**src/rtl/unary_stream_dec_if.sv**
```systemverilog
// Result-side handshake of the unary stream decoder: window count, valid/ready
// and the sticky overflow flag that the producer raises when a result is lost.
interface unary_stream_dec_if #(
    parameter int DEP = 5
);
    logic           out_vld;
    logic           out_rdy;
    logic [DEP:0]   cnt_out;
    logic           ovf;

    modport master (
        output out_vld,
        output cnt_out,
        output ovf,
        input  out_rdy
    );

    modport slave (
        input  out_vld,
        input  cnt_out,
        input  ovf,
        output out_rdy
    );
endinterface

```
**src/rtl/unary_stream_dec.sv**
```systemverilog
// Counts the 1s of a qualified unary bitstream over windows of 2^DEP cycles and
// hands each count out through a single result register with valid/ready.
module unary_stream_dec #(
    parameter int DEP = 5
) (
    input  logic                 clk,
    input  logic                 rst_n,
    input  logic                 in,
    input  logic                 en,
    input  logic                 clr,
    unary_stream_dec_if.master   res
);
    localparam logic [DEP-1:0] WIN_LAST = '1;
    localparam logic [DEP-1:0] WIN_ONE  = {{(DEP-1){1'b0}}, 1'b1};

    logic [DEP:0]   acc;
    logic [DEP-1:0] win;

    logic           qual;
    logic           done;
    logic           slot_free;
    logic           xfer;
    logic [DEP:0]   acc_next;

    // clr wins over en, so a clearing cycle can never complete a window
    assign qual      = en & ~clr;
    assign done      = qual & (win == WIN_LAST);
    assign acc_next  = acc + {{DEP{1'b0}}, in};
    assign xfer      = res.out_vld & res.out_rdy;
    assign slot_free = ~res.out_vld | res.out_rdy;

    always_ff @(posedge clk or negedge rst_n) begin
        if (!rst_n) begin
            acc         <= '0;
            win         <= '0;
            res.out_vld <= 1'b0;
            res.cnt_out <= '0;
            res.ovf     <= 1'b0;
        end else begin
            if (clr) begin
                acc     <= '0;
                win     <= '0;
                res.ovf <= 1'b0;
            end else if (qual) begin
                win <= win + WIN_ONE;
                acc <= done ? '0 : acc_next;
            end

            // A completion that finds the slot full and not draining is dropped
            if (done && !slot_free) begin
                res.ovf <= 1'b1;
            end

            if (done && slot_free) begin
                res.cnt_out <= acc_next;
                res.out_vld <= 1'b1;
            end else if (xfer) begin
                res.out_vld <= 1'b0;
            end
        end
    end
endmodule

```
**src/flat_wrapper.sv**
```systemverilog
// flat-port wrapper written by rule: the top's interface ports become plain ports
module unary_stream_dec_flat 
#(
    parameter int DEP = 5
)
  (clk, rst_n, in, en, clr, res_out_vld, res_cnt_out, res_ovf, res_out_rdy);
  unary_stream_dec_if #(.DEP(DEP)) res_i ();
  input  logic clk;
  input  logic rst_n;
  input  logic in;
  input  logic en;
  input  logic clr;
  output wire logic [$bits(res_i.out_vld)-1:0] res_out_vld;
  output wire logic [$bits(res_i.cnt_out)-1:0] res_cnt_out;
  output wire logic [$bits(res_i.ovf)-1:0] res_ovf;
  input wire logic [$bits(res_i.out_rdy)-1:0] res_out_rdy;
  assign res_out_vld = res_i.out_vld;
  assign res_cnt_out = res_i.cnt_out;
  assign res_ovf = res_i.ovf;
  assign res_i.out_rdy = res_out_rdy;
  unary_stream_dec #(.DEP(DEP)) u_core (.clk(clk), .rst_n(rst_n), .in(in), .en(en), .clr(clr), .res(res_i));
endmodule
```
**config.mk**
```make
export PLATFORM = sky130hd
export DESIGN_NAME = unary_stream_dec_flat
export DESIGN_NICKNAME = d
export VERILOG_FILES = /design/src/rtl/unary_stream_dec_if.sv /design/src/rtl/unary_stream_dec.sv /design/src/flat_wrapper.sv
export SDC_FILE = /design/constraint.sdc
export NUM_CORES = 1
export LEC_CHECK = 0
export CAP_MARGIN = 20
export CORE_MARGIN = 10
export CORE_UTILIZATION = 25
export DETAILED_ROUTE_END_ITERATION = 10
export PLACE_DENSITY = 0.55
export RECOVER_POWER = 100
export SKIP_LAST_GASP = 1
export SLEW_MARGIN = 20
export SYNTH_ARGS = -nofsm -noshare
export SYNTH_HDL_FRONTEND = slang
export SYNTH_SLANG_ARGS = --single-unit
```
**constraint.sdc**
```tcl
create_clock -name clk -period 2.5 [get_ports clk]
set_clock_uncertainty 0.15 [all_clocks]
set_input_delay 0.5 -clock clk [delete_from_list [all_inputs] [get_ports clk]]
set_output_delay 0.5 -clock clk [all_outputs]
set_load 0.03 [all_outputs]
```
==> results.json <==
{
  "maxCapViolations": 0,
  "top_layer": "met4",
  "synth_area_um2": 955.9,
  "worst_slack_ns": 0.3088,
  "wl_met1_um": 881,
  "cts_num_sinks": 19,
  "slowest_delay_ns": 0.39,
  "drt_wl_total_mm": 1.873,
  "critPathKind": "reg2reg",
  "syn_to_final_growth_pct": 22.78,
  "hold_viol": 0,
  "gp_congestion": 0.7747,
  "dp_slack_ns": 0.1901,
  "die-area_um2": 6697,
  "tritoncts": "done",
  "synth.area.top_cells": "dfrtp_1, mux2_2, ha_1",
  "tightest_slew_ns": 1.014,
  "synthFlopType": "dfrtp_1",
  "post-cts-setup-buffer-count": 0,
  "rsz0062_at_grt": "false",
  "leakage_nw": 0.5332,
  "rr_worst_depth": 6,
  "critPathRequiredTime_ns": 2.49,
  "place_hpwl_mm": 1.404,
  "crit_fanout": 10,
  "synth_edf_count": 0,
  "dr_total_vias": 682,
  "fin_crit_sh_pct": 87.65,
  "start_util_pct": 25.92,
  "syn-mean-instance-area_um2": 10.86,
  "syn_nets": 98,
  "synth-seq-cells": 19,
  "first_iter_violations": 37,
  "period_needed_ns": 2.191,
  "yosysSeqAreaShare_pct": 49.74,
  "fp.dieH_um": 81.84,
  "finalMaxSlewViolations": 0,
  "final_nets": 115,
  "setup_violations": 0,
  "powerDensity_nw_per_um2": 484.8,
  "diodes": 0,
  "critPathCaptureType": "flip-flop",
  "grt_pass1_wl_mm": 3.284,
  "htree_levels": 1,
  "synth_top_cell_by_area": "dfrtp_1",
  "grt_use_total_pct": 6.265,
  "final_cell_mix": "dfrtp_1, dlygate4sd3_1, nor2_1",
  "drc_errors": 0,
  "ir_worst_vdd_mv": 0.2731,
  "crit_slowest_cell": "dfrtp_1",
  "synth_warnings": 0,
  "die_x_um": 81.84,
  "crit_start": "u_core.win[0]$_DFFE_PN0P_",
  "cts_root_buf": "clkbuf_8",
  "hp-start": "u_core.res.ovf$_DFFE_PN0P_",
  "ctsHoldBuffers": 0,
  "vias_per_cell": 4.487,
  "clockBufferDepth": 2,
  "clkTransAtPathRegs_ns": 0.07,
  "clock_latency_ns": 0.25,
  "finalSetupTns_ns": 0,
  "worstPathArrival_ns": 2.18,
  "cp.depth": 6,
  "netlist_instances": 88,
  "path_buf_inv": 0,
  "ys_async_sr_fraction_pct": 100.0,
  "routed-wl-met2_um": 852,
  "overflow": 0,
  "min_path_type": "reg2reg",
  "rrSetupSlack_ns": 0.31,
  "cts_buffers": 3,
  "synth_top_area_share_pct": 49.74,
  "grt_max_degree": 20,
  "fmax_mhz": 456.4,
  "grt_pass1_vias": 725,
  "crit_end": "u_core.res.cnt_out[0]$_DFFE_PN0P_",
  "wire_per_inst_um": 12.32,
  "drive_above_1_share_pct": 9.615,
  "cp-start-kind": "flip-flop",
  "p_total_uw": 569.0,
  "firstDrtPassIters": 4,
  "worst_path_dominant_cell_family": "simple AND/OR/NAND/NOR gates",
  "synth_cell_types": 27,
  "status": "completed",
  "reg2reg_to": "u_core.res.cnt_out[0]$_DFFE_PN0P_",
  "portBuffers": 13,
  "crit_top_cell": "ha_1",
  "final_common_cell": "dfrtp_1",
  "cts_resized": 0,
  "dr_wl_met3_um": 122,
  "r2r-start": "u_core.win[0]$_DFFE_PN0P_",
  "antenna_found_initial": 0,
  "ios": 14,
  "crit_chain": "ha_1 > and3_1 > ha_1 > nand2_1 > nor3_4 > mux2_2",
  "rows": 22,
  "coreArea_um2": 3689,
  "ant_nets": 0,
  "utilization_pct": 31.82,
  "relSlewSlack_pct": 32.42
}
==> synth_stat cells, drive strengths merged, types with 3 or more instances <==
library cell  count
xor2              3
nand2             5
nor2              7
mux2              5
or3               3
xnor2             3
dfrtp            19
a21oi             5
ha                4
buf               3
a31oi             5
o21ai             5
inv               3
==> sequential cells by signal, indices dropped and copies added (netlist names) <==
register and flops:
u_core.acc 6, u_core.res.cnt_out 6, u_core.res.out_vld 1, u_core.res.ovf 1, u_core.win 5
==> final cells by class <==
type / instances / area [um^2]
Inverter: 3 / 11.26
Fill cell: 403 / 2515
Timing Repair Buffer: 16 / 145.1
Multi-Input combinational cell: 62 / 436.7
Clock buffer: 4 / 45.04
Sequential cell: 19 / 475.5
Tap cell: 48 / 60.06
==> worst min-delay path by stage <==
stage                                         to  slack, ns  depth (start not counted)
2_1_floorplan          u_core.acc[0]$_DFFE_PN0P_       0.05                          0
3_3_place_gp          u_core.res.ovf$_DFFE_PN0P_       0.34                          2
3_5_place_dp          u_core.res.ovf$_DFFE_PN0P_       0.34                          2
4_1_cts               u_core.res.ovf$_DFFE_PN0P_       0.36                          2
5_1_grt        u_core.res.cnt_out[1]$_DFFE_PN0P_       0.38                          1
6_report              u_core.res.ovf$_DFFE_PN0P_       0.35                          2
==> cell families after synthesis <==
group / share of synthesized area, %
fa+ha+maj: 5.236
compound gates: 10.21
xor+xnor: 5.498
mux: 7.984
flops: 49.74
buf+inv: 3.795
simple gates: 17.54
==> worst reg2reg max path, stage by stage (launching register included) <==
cell and delay, ns:
dfrtp_1 0.39, ha_1 0.18, and3_1 0.17, ha_1 0.33, nand2_1 0.18, nor3_4 0.30
mux2_2 0.38
==> layer usage <==
layer / up-vias / track usage [%]
met4: 0 / 2.211
met1: 327 / 7.365
met2: 11 / 9.561
met3: 2 / 3.275
met5: - / 0
li1: 342 / -
==> per-stage QoR <==
stage / cells / area, um^2 / hold WS (ns)
finish: 152 / 1174 / 0.3462
global route: 152 / 1174 / 0.3779
CTS: 152 / 1189 / 0.3601
detailed placement: 148 / 1144 / 0.3440
global placement: 148 / 1144 / 0.3427
floorplan: 88 / 955.9 / 0.05441
==> report_power, final <==
group	leakage [nW]	switching [mW]	internal, mW
clock network	0.0228	0.0991	0.113
registers	0.258	0.00450	0.312
logic	0.252	0.0229	0.0168
No activity file was read; power rests on OpenSTA's default activity.
